[config.mk]
export PLATFORM = sky130hd
export DESIGN_NAME = regfile_writeback_flat
export DESIGN_NICKNAME = d
export VERILOG_FILES = /design/src/rtl/regfile_writeback_if.sv /design/src/rtl/regfile_writeback.sv /design/src/flat_wrapper.sv
export SDC_FILE = /design/constraint.sdc
export NUM_CORES = 1
export LEC_CHECK = 0
export ABC_AREA = 1
export ABC_CLOCK_PERIOD_IN_PS = 1800
export CAP_MARGIN = 25
export CORE_UTILIZATION = 45
export CTS_CLUSTER_SIZE = 40
export DETAILED_ROUTE_END_ITERATION = 7
export PLACE_DENSITY = 0.89
export SETUP_SLACK_MARGIN = 0.5
export SYNTH_ARGS = -nofsm -noshare
export SYNTH_HDL_FRONTEND = slang
export SYNTH_SLANG_ARGS = --single-unit
[constraint.sdc]
create_clock -name clk -period 1.8 [get_ports clk]
set_input_delay 0.45 -clock clk [delete_from_list [all_inputs] [get_ports clk]]
set_output_delay 0.45 -clock clk [all_outputs]
set_load 0.03 [all_outputs]
[src/rtl/regfile_writeback_if.sv]
// regfile_writeback_if: single-word data-memory read channel for the writeback load path.
interface regfile_writeback_if;
  logic        mem_req;
  logic [31:0] mem_addr;
  logic [31:0] mem_rdata;
  logic        mem_rvalid;
  modport master (output mem_req, mem_addr, input mem_rdata, mem_rvalid);
  modport slave  (input mem_req, mem_addr, output mem_rdata, mem_rvalid);
endinterface

[src/rtl/regfile_writeback.sv]
// regfile_writeback: register-file write port driver with load path (lane extract + extend).
// Define WB_LOAD_TIMEOUT_EN to abort a load after TIMEOUT_CYCLES wait cycles with a wb_err pulse.
module regfile_writeback #(
  parameter int TIMEOUT_CYCLES = 255
) (
  input  logic                       clk,
  input  logic                       rst,
  input  logic [31:0]                inst,
  input  logic                       inst_valid,
  input  logic [31:0]                alu_result,
  input  logic [31:0]                pc,
  regfile_writeback_if.master        mem,
  output logic [31:0]                write_data,
  output logic                       RegWrite,
  output logic [4:0]                 wb_rd,
  output logic                       busy,
  output logic                       wb_err
);
  typedef enum logic [1:0] {IDLE, WRITE, LOAD_WAIT} state_t;
  state_t      state;
  logic [2:0]  funct3;
  logic [1:0]  addr_lo;
  logic [6:0]  op;
  logic [31:0] uimm, dec_data, ld_data;
  logic [7:0]  ld_byte;
  logic [15:0] ld_half;
  logic        dec_wr, dec_ld, accept;
  always_comb begin
    op       = inst[6:0];
    uimm     = {inst[31:12], 12'b0};
    dec_ld   = op == 7'b0000011;
    dec_wr   = op inside {7'b0110011, 7'b0010011, 7'b1101111, 7'b1100111, 7'b0110111, 7'b0010111};
    dec_data = (op == 7'b1101111 || op == 7'b1100111) ? pc + 32'd4 :
               op == 7'b0110111 ? uimm :
               op == 7'b0010111 ? pc + uimm : alu_result;
    ld_byte  = mem.mem_rdata[{addr_lo, 3'b000} +: 8];
    ld_half  = addr_lo[1] ? mem.mem_rdata[31:16] : mem.mem_rdata[15:0];
    ld_data  = funct3 == 3'b000 ? {{24{ld_byte[7]}}, ld_byte} :
               funct3 == 3'b100 ? {24'b0, ld_byte} :
               funct3 == 3'b001 ? {{16{ld_half[15]}}, ld_half} :
               funct3 == 3'b101 ? {16'b0, ld_half} : mem.mem_rdata;
    // the response is not accepted in the same cycle the request is on the bus
    accept   = state == LOAD_WAIT && !mem.mem_req && mem.mem_rvalid;
  end
  assign busy = state == LOAD_WAIT;
`ifdef WB_LOAD_TIMEOUT_EN
  localparam logic [15:0] TMAX = 16'(TIMEOUT_CYCLES - 1);
  logic [15:0] cnt;
`else
  assign wb_err = 1'b0;
`endif
  always_ff @(posedge clk or negedge rst) begin
    if (!rst) begin
      state        <= IDLE;
      write_data   <= '0;
      RegWrite     <= 1'b0;
      wb_rd        <= '0;
      funct3       <= '0;
      addr_lo      <= '0;
      mem.mem_req  <= 1'b0;
      mem.mem_addr <= '0;
`ifdef WB_LOAD_TIMEOUT_EN
      cnt          <= '0;
      wb_err       <= 1'b0;
`endif
    end else begin
      RegWrite    <= 1'b0;
      mem.mem_req <= 1'b0;
`ifdef WB_LOAD_TIMEOUT_EN
      wb_err      <= 1'b0;
`endif
      if (state == LOAD_WAIT) begin
        if (accept) begin
          state      <= WRITE;
          write_data <= ld_data;
          RegWrite   <= wb_rd != 5'd0;
        end
`ifdef WB_LOAD_TIMEOUT_EN
        else if (cnt == TMAX) begin
          state  <= IDLE;
          wb_err <= 1'b1;
        end else cnt <= cnt + 16'd1;
`endif
      end else if (inst_valid && dec_wr) begin
        state      <= WRITE;
        write_data <= dec_data;
        wb_rd      <= inst[11:7];
        RegWrite   <= inst[11:7] != 5'd0;
      end else if (inst_valid && dec_ld) begin
        state        <= LOAD_WAIT;
        wb_rd        <= inst[11:7];
        funct3       <= inst[14:12];
        addr_lo      <= alu_result[1:0];
        mem.mem_addr <= {alu_result[31:2], 2'b00};
        mem.mem_req  <= 1'b1;
`ifdef WB_LOAD_TIMEOUT_EN
        cnt          <= '0;
`endif
      end else state <= IDLE;
    end
  end
endmodule

[src/flat_wrapper.sv]
// flat-port wrapper written by rule: the top's interface ports become plain ports
module regfile_writeback_flat 
#(
  parameter int TIMEOUT_CYCLES = 255
)
  (clk, rst, inst, inst_valid, alu_result, pc, write_data, RegWrite, wb_rd, busy, wb_err, mem_mem_req, mem_mem_addr, mem_mem_rdata, mem_mem_rvalid);
  regfile_writeback_if mem_i ();
  input  logic clk;
  input  logic rst;
  input  logic [31:0] inst;
  input  logic inst_valid;
  input  logic [31:0] alu_result;
  input  logic [31:0] pc;
  output logic [31:0] write_data;
  output logic RegWrite;
  output logic [4:0] wb_rd;
  output logic busy;
  output logic wb_err;
  output wire logic [$bits(mem_i.mem_req)-1:0] mem_mem_req;
  output wire logic [$bits(mem_i.mem_addr)-1:0] mem_mem_addr;
  input wire logic [$bits(mem_i.mem_rdata)-1:0] mem_mem_rdata;
  input wire logic [$bits(mem_i.mem_rvalid)-1:0] mem_mem_rvalid;
  assign mem_mem_req = mem_i.mem_req;
  assign mem_mem_addr = mem_i.mem_addr;
  assign mem_i.mem_rdata = mem_mem_rdata;
  assign mem_i.mem_rvalid = mem_mem_rvalid;
  regfile_writeback #(.TIMEOUT_CYCLES(TIMEOUT_CYCLES)) u_core (.clk(clk), .rst(rst), .inst(inst), .inst_valid(inst_valid), .alu_result(alu_result), .pc(pc), .mem(mem_i), .write_data(write_data), .RegWrite(RegWrite), .wb_rd(wb_rd), .busy(busy), .wb_err(wb_err));
endmodule
==> results of run 1 <==
## per-layer routing
layer	GRT overflow	global-route usage, %
met2	27	92.5
met5	0	22.6
met4	25	72.0
met1	0	71.6
met3	1	59.0
## metrics by stage
step	setup WS, ns	TNS (ns)
global placement	-0.763	-31.90
CTS	0.00391	0
detailed placement	-0.852	-36.30
floorplan	-0.0676	-0.125
## synth_stat cells (2+ instances only)
cell type | count | share of area [%]
mux2_2 | 2 | 0.33
buf_2 | 17 | 1.2
or2_2 | 2 | 0.18
nor3_2 | 2 | 0.29
nor2_4 | 4 | 0.65
inv_1 | 111 | 6.1
nor4_1 | 3 | 0.27
buf_4 | 4 | 0.44
or2_1 | 2 | 0.18
xor2_1 | 8 | 1.0
a31oi_1 | 5 | 0.45
and2_1 | 2 | 0.18
nor2_2 | 8 | 0.73
o21bai_1 | 2 | 0.22
nand2_1 | 393 | 21
clkbuf_1 | 15 | 0.82
o22ai_1 | 5 | 0.45
o21ai_0 | 65 | 4.7
a21o_1 | 2 | 0.22
buf_1 | 4 | 0.22
mux2i_1 | 3 | 0.44
nor3_1 | 16 | 1.2
nor2_1 | 93 | 5.1
ha_1 | 20 | 3.6
xnor2_1 | 7 | 0.89
o211ai_1 | 7 | 0.76
nand2_4 | 2 | 0.33
a21oi_1 | 67 | 4.9
o21ai_1 | 40 | 2.9
nand4_1 | 7 | 0.64
a22o_1 | 5 | 0.64
nand3b_1 | 2 | 0.22
inv_2 | 24 | 1.3
clkinv_1 | 3 | 0.16
dfrtp_1 | 76 | 28
o221ai_1 | 4 | 0.51
nand3_1 | 74 | 5.4
nand2_2 | 7 | 0.64
## repair_timing
action / 4_1_cts
resized for setup: 597
hold buffers: 0
pin swaps: 158
endpoints found under the setup margin: 146
buffers inserted: 38
gates cloned: 5
## cell families after synthesis
group	count (synthesis)	synth area share (%)
compound gates	206	16.3
xor+xnor	15	1.91
fa+ha+maj	21	3.93
buf+inv	181	10.9
flops	76	27.6
mux	5	0.763
other cells	1	0.0545
simple gates	624	38.6
==> out/results.tsv, run 1 <==
stage	metric	value	unit
placed_design	final HPWL from detailed placement	23000	um
floorplanning	cell row count	44	
synth	prevailing post-synth register cell	dfrtp_1	
floorplanning	Initial Util	46.7	%
cts	Max clock buf depth	2	
synth	synthesized area per cell	6.10	um^2
cts	Root Buffer	clkbuf_16	
placed_design	Post-DP Area	0.0108	mm^2
synth	EDFF count, synth	0	
cts	CTS H-tree lvls	3	
outcome	Tool Error	[ERROR GRT-0232] Routing congestion too high. Check the congestion heatmap in the GUI.	
synth	#FFs+latches synth	76	
placed_design	dpl cells	1652	
synth	Synth warnings	0	
synth	sequential-to-total area share from yosys stat	27.6	%
placed_design	Placer Congestion	0.986	
synth	Synth Cell Area	0.00688	mm^2
grt	Total GRT Usage	73.3	%
outcome	last stage reached	5_1_grt	
floorplanning	chip height	126	um
sta	GR repair worst EP	u_core.write_data[28]$_DFFE_PN0P_/D	
floorplanning	Die X	126	um
floorplanning	# IOs	205	
grt	largest net degree at the start of global routing	31	
outcome	status	aborted with a tool error	
placed_design	Buffers on Ports	201	
cts	CTS Sinks	76	
synth	cells after synthesis	1129	
grt	grt ovf	53	
synth	Synth async-reset ratio	100	%
cts	Num CTS Buffers	9	
synth	synth unique cells	54	
sta	Worst EP Category	register data pin	
==> run 2, diff against run 1 <==
- CORE_UTILIZATION: 45 -> 30
- CTS_CLUSTER_SIZE: 40 -> not set
- PLACE_DENSITY: 0.89 -> not set
- PLACE_DENSITY_LB_ADDON: not set -> 0.15
- SETUP_SLACK_MARGIN: 0.5 -> not set
==> run 2 against run 1 <==
  * The flow now finishes, with violations (negative setup slack)
  * Synthesized cell count did not move
  * Synthesized area did not move
==> out/results.tsv, run 2 <==
stage	metric	value	unit
synth	Synth warnings	0	
sta	post-route worst setup slack	-0.0407	ns
cts	Root Buffer	clkbuf_16	
critical_path	r2r setup slk	0.09	ns
cells_and_area	Non-Filler Instances	1837	
cts	CTS tree	done	
critical_path	CP endpoint kind	register	
cts	Clk pin slew, worst setup/hold paths	0.07	ns
sta	slew margin rel.	65.6	%
sta	final slew viol count	0	
cells_and_area	Top reg by flops	u_core.write_data	
sta	worst hold margin	0.0724	ns
cells_and_area	commonest cells after routing, fill and taps aside	nand2_1 (311), buf_4 (207), inv_1 (92), dlygate4sd2_1 (80), dfrtp_1 (75)	
cts	Max clock buf depth	2	
synth	Synth async-reset ratio	100	%
grt	vias in the first global route	8960	
floorplanning	full die area	0.0236	mm^2
critical_path	Cell Chain, Critical Path	buf_2, ha_4, buf_4, nand2_1, nor2_4, nand3_4, nand3_4, nand2_2, nand3_2, nand2_1, nand3_1, nand2_1, nand2_1, nand2_2, nand2_1, nand2_1	
cts	Num CTS Buffers	9	
pwr	peak supply drop	0.584	mV
detailed_routing	TritonRoute pass-1 iters	4	
cells_and_area	top flop regs	u_core.write_data (32), u_core.mem.mem_addr (30), u_core.wb_rd (5)	
synth	Synth area leader	dfrtp_1	
critical_path	worst-path fanout max	4	
synth	Post-Synth Simple-Gate Area	38.6	%
synth	area share of fa/ha/maj cells after synthesis	3.93	%
cells_and_area	commonest non-fill, non-tap cell in the layout	nand2_1	
grt	Total GRT Usage	26.9	%
sta	final setup fails	3	
synth	mux cell area share after synthesis	0.763	%
sta	Final Skew	0.0131	ns
placed_design	Buffers on Ports	201	
critical_path	CP peak stage delay	0.31	ns
synth	Synth Area in Compound Gates	16.3	%
synth	top-count cell post-synth	nand2_1	
cts	CTS Sinks	76	
floorplanning	Die X	153	um
synth	Synth Cell Area	0.00688	mm^2
grt	global-route wire length before repair	48700	um
detailed_routing	Met2 Routed Length	15100	um
synth	Synth area leaders	dfrtp_1 (28%), nand2_1 (21%), inv_1 (6.1%), nand3_1 (5.4%), nor2_1 (5.1%)	
floorplanning	chip height	153	um
detailed_routing	Residual DRC	0	
floorplanning	core region area	0.0226	mm^2
outcome	status	complete, but fails checks	
sta	final period demand of the worst path	1.84	ns
detailed_routing	DR WL met3	1800	um
cells_and_area	Antenna Cells	0	
detailed_routing	final WL	32200	um
cells_and_area	max reg flops	32	
detailed_routing	number of routed nets with antenna violations	0	
cts	CTS H-tree lvls	3	
synth	sequential-to-total area share from yosys stat	27.6	%
synth	EDFF count, synth	0	
synth	XOR/XNOR share of the synthesized area	1.91	%
sta	setup tns final	-0.0838	ns
synth	list of most frequent post-synthesis cells	nand2_1 (393), inv_1 (111), nor2_1 (93)	
placed_design	Placer Congestion	0.938	
placed_design	dpl cells	1783	
grt	largest net degree at the start of global routing	33	
critical_path	WS Path Type	in -> reg	
pwr	leakage power	6.38	nW
critical_path	crit start category	input pin	
cells_and_area	Final Util	54.6	%
synth	prevailing post-synth register cell	dfrtp_1	
synth	area share of the largest cell type after synthesis	27.6	%
sta	Hold Fails Final Rpt	0	
grt	initial antenna violation count	0	
outcome	failing checks	negative setup slack	
floorplanning	# IOs	205	
critical_path	CP required	2.05	ns
detailed_routing	total number of vias	9151	
detailed_routing	vias per inst	4.98	
floorplanning	Initial Util	30.5	%
grt	grt ovf	0	
detailed_routing	initial DRC count	603	
pwr	Power Density	729	mW/mm^2
pwr	Pwr Total	0.00899	W
sta	RSZ-0062 raised after global routing	true	
cells_and_area	synthesis-to-layout area growth	79.2	%
cells_and_area	layout cells sized above 1	37.4	%
sta	Max Fclk	543	MHz
synth	#FFs+latches synth	76	
min_path	Worst Hold Class	in -> async	
critical_path	Critical Path Most Common Cell	nand2_1	
detailed_routing	M1 wire length	13900	um
flow_run	max cap viols	0	
synth	synthesized area per cell	6.10	um^2
critical_path	WP data arrival	2.09	ns
cts	clk_lat worst skew	0.36	ns
detailed_routing	WL per Instance	17.5	um
sta	fin crit share	102	%
floorplanning	cell row count	55	
critical_path	CP max-delay cell	ha_4	
synth	largest family of logic cells by synthesized area	simple AND/OR/NAND/NOR gates	
cells_and_area	post-layout net count	1700	
synth	synth unique cells	54	
synth	cells after synthesis	1129	
detailed_routing	uppermost layer routed	met4	
sta	Worst Tran Pin Value	0.516	ns
placed_design	final HPWL from detailed placement	24900	um
[run 2: where the power goes]
part           internal (W)  total [W]  switching (W)  leakage, nW
combinational       0.00185    0.00462        0.00276         5.26
clock               0.00108    0.00191       0.000832        0.142
sequential          0.00217    0.00246       0.000289        0.972
total               0.00511    0.00899        0.00388         6.38
[run 2: layout make-up]
class | count | area [um^2]
clock buffer | 9 | 225
clock inverter | 7 | 76.3
fill | 2252 | 10200
inverter | 139 | 561
multi-input combinational | 874 | 5350
sequential | 76 | 1900
tap | 285 | 357
timing repair buffer | 447 | 3860
[run 2: logic make-up after synthesis]
kind of cell / Yosys count
xor+xnor: 15
other cells: 1
buf+inv: 181
compound gates: 206
fa+ha+maj: 21
simple gates: 624
flops: 76
mux: 5
[run 2: metal layers]
metal / up-vias / track usage [%]
met5: - / 0
met4: 0 / 13.2
met3: 77 / 4.54
met2: 320 / 44.1
met1: 4269 / 34.3
li1: 4485 / -
[run 2: worst paths after layout]
path,startpoint,endpoint,depth (start not counted)
max,pc[14],u_core.write_data[26],16
min,rst,u_core.write_data[4],1
max reg2reg,u_core.addr_lo[0],u_core.write_data[21],11
min reg2reg,u_core.mem.mem_addr[27],u_core.mem.mem_addr[27],2
max in group asynchronous,rst,u_core.write_data[7],2
min in group clk,inst[12],u_core.funct3[0],4
[run 2: through the flow]
stage          area [um^2]  setup WS [ns]
6_report             12300        -0.0407
5_1_grt              12300         -0.164
4_1_cts              11700        -0.0325
3_5_place_dp         10800         -0.897
3_3_place_gp         10800         -0.908
2_1_floorplan         6970        -0.0732
[run 2: critical path: cells and delay by family]
| kind | cells | cell delay [ns] |
|---|---|---|
| AND/OR/NAND/NOR | 13 | 1.04 |
| adder cells (fa/ha/maj) | 1 | 0.31 |
| buffers and inverters | 2 | 0.27 |
[run 2: what timing repair did]
| item | 4_1_cts | 5_1_grt |
|---|---|---|
| pin swaps | 74 | 121 |
| endpoints found under the setup margin | 104 | 32 |
| gates resized for setup | 349 | 225 |
| hold buffers | 0 | 0 |
| setup buffers | 25 | 12 |
| gates cloned | 3 | 1 |
(Power assumes the default switching activity.)
==> run 3, diff against run 2 <==
- HOLD_SLACK_MARGIN: not set -> 0.06
==> results of run 3 <==
The final DEF is identical to that of run 2; final timing and power are the same.
==> run 4, diff against run 3 <==
- CTS_BUF_LIST: not set -> sky130_fd_sc_hd__clkbuf_2
- PLACE_DENSITY_LB_ADDON: 0.15 -> 0.12
==> run 4 against run 3 <==
  * The run still ends with negative setup slack left
  * Global-route usage down 1.5 points
  * Design area down 8.1%
  * Clock power down 32%
  * Cell count down 1.0%
  * Register-to-register slack better by 0.02 ns
  * Die area unchanged
  * Largest cell class unchanged
==> out/results.tsv, run 4 (synthesized netlist as in run 2, its figures left out) <==
stage	metric	value	unit
cells_and_area	commonest cells after routing, fill and taps aside	nand2_1 (375), buf_4 (206), inv_1 (105), nor2_1 (85), clkdlybuf4s50_1 (84)	
placed_design	Placer Congestion	0.927	
cts	Num CTS Buffers	9	
floorplanning	core region area	0.0226	mm^2
detailed_routing	WL per Instance	16.8	um
detailed_routing	number of routed nets with antenna violations	0	
sta	Max Fclk	514	MHz
grt	grt ovf	0	
outcome	status	complete, but fails checks	
placed_design	Buffers on Ports	201	
sta	RSZ-0062 raised after global routing	true	
cts	Root Buffer	clkbuf_2	
critical_path	WS Path Type	reg -> out	
detailed_routing	total number of vias	8770	
sta	final slew viol count	0	
critical_path	CP endpoint kind	output pin	
critical_path	WP data arrival	1.50	ns
cells_and_area	synthesis-to-layout area growth	64.7	%
sta	post-route worst setup slack	-0.147	ns
detailed_routing	vias per inst	4.82	
min_path	WHS Path Cells	4	
critical_path	Reg2Reg Depth	8	
cts	CTS tree	done	
detailed_routing	final WL	30600	um
min_path	Hold Path End	u_core.funct3[0]	
grt	initial antenna violation count	1	
cts	Clk pin slew, worst setup/hold paths	0.25	ns
detailed_routing	initial DRC count	584	
placed_design	final HPWL from detailed placement	24700	um
floorplanning	Die X	153	um
detailed_routing	Residual DRC	0	
detailed_routing	TritonRoute pass-1 iters	5	
sta	final period demand of the worst path	1.95	ns
min_path	Worst Min Path Start	inst[12]	
critical_path	CP required	1.35	ns
sta	Final Skew	0.0427	ns
sta	Hold Fails Final Rpt	0	
grt	largest net degree at the start of global routing	37	
min_path	Worst Hold Class	in -> reg	
grt	vias in the first global route	8212	
sta	final setup fails	1	
pwr	Power Density	714	mW/mm^2
cts	CTS Sinks	76	
sta	setup tns final	-0.147	ns
cells_and_area	max reg flops	32	
grt	global-route wire length before repair	45700	um
floorplanning	full die area	0.0236	mm^2
sta	worst hold margin	0.249	ns
cells_and_area	Top reg by flops	u_core.write_data	
cells_and_area	layout cells sized above 1	29.6	%
flow_run	max cap viols	0	
grt	Total GRT Usage	25.4	%
pwr	leakage power	6.01	nW
critical_path	Crit Reg-Reg Startpoint	u_core.state[1]	
cells_and_area	commonest non-fill, non-tap cell in the layout	nand2_1	
cts	clk_lat worst skew	0.58	ns
cells_and_area	post-layout net count	1681	
floorplanning	cell row count	55	
critical_path	worst-path fanout max	2	
critical_path	r2r setup slk	0.11	ns
floorplanning	# IOs	205	
floorplanning	Initial Util	30.5	%
cells_and_area	top flop regs	u_core.write_data (32), u_core.mem.mem_addr (30), u_core.wb_rd (5)	
pwr	peak supply drop	0.400	mV
sta	fin crit share	108	%
critical_path	crit start category	register	
floorplanning	chip height	153	um
cts	Max clock buf depth	2	
critical_path	RR Endpoint	u_core.write_data[5]	
outcome	failing checks	negative setup slack	
cts	CTS H-tree lvls	3	
run 4: cell types whose count changed in the layout (fill, tap and decap cells not counted), moves of 10 or more:
| cell | before | now |
|---|---|---|
| buf_6 | 33 | 7 |
| nand3_2 | 28 | 14 |
| dlymetal6s2s_1 | 0 | 17 |
| nand2_4 | 23 | 6 |
| nand2_2 | 68 | 21 |
| clkdlybuf4s50_1 | 72 | 84 |
| clkdlybuf4s15_2 | 0 | 10 |
| nand2_1 | 311 | 375 |
| buf_2 | 20 | 58 |
| dlygate4sd2_1 | 80 | 23 |
| o21ai_0 | 52 | 62 |
| inv_1 | 92 | 105 |
| nand3_1 | 41 | 61 |
| nor2_1 | 72 | 85 |
run 4: area by class of cell:
type | instances | area, um^2
fillers | 2381 | 11200
multi-input cells | 874 | 4730
repair buffers | 428 | 3640
flip-flops and latches | 76 | 1900
inverters | 139 | 548
well taps | 285 | 357
clock inverters | 6 | 113
clock buffers | 9 | 45.0
diodes | 1 | 2.50
run 4: worst max-delay path by stage:
stage               startpoint  slack, ns                    end  depth (start not counted)
3_5_place_dp          inst[17]      -0.86  u_core.write_data[18]                         11
6_report       u_core.state[1]      -0.15                   busy                          5
3_3_place_gp          inst[17]      -0.86  u_core.write_data[18]                         11
5_1_grt        u_core.state[1]      -0.25                   busy                          5
2_1_floorplan           pc[12]      -0.07  u_core.write_data[28]                         17
4_1_cts        u_core.state[1]      -0.20                   busy                          5
run 4: critical path, stage by stage, from the launching register on:
cell	delay (ns)
dfrtp_1	0.43
inv_2	0.07
nor2_4	0.03
buf_6	0.13
buf_8	0.12
buf_12	0.13
run 4: layer usage:
metal | part of all wire, % | global-route usage [%]
met1 | 46 | 34.3
met2 | 46 | 41.5
met3 | 5.3 | 3.80
met4 | 2.7 | 8.19
met5 | 0 | 0
run 4: timing repair:
| action | in CTS | in global routing |
|---|---|---|
| setup buffers | 14 | 24 |
| endpoints found under the hold margin | 28 | 0 |
| gates cloned | 0 | 1 |
| endpoints found under the setup margin | 88 | 94 |
| hold buffers | 1 | 0 |
| pin swaps | 10 | 29 |
| resized for setup | 325 | 150 |
run 4: stage by stage:
stage	worst slack [ns]	total power, W	cell area [um^2]	util [%]	cells
finish	-0.147	0.00810	11300	50.2	1818
global route	-0.248	0.00863	11300	50.2	1818
CTS	-0.204	0.00810	11000	48.9	1792
detailed placement	-0.859	0.00687	10700	47.2	1762
global placement	-0.860	0.00685	10700	47.2	1762
floorplan	-0.0732	0.00471	6970	-	1131
run 4: report_power, final:
| group | switching (W) | internal, W |
|---|---|---|
| Sequential | 0.000273 | 0.00216 |
| Combinational | 0.00261 | 0.00176 |
| Clock | 0.000697 | 0.000596 |
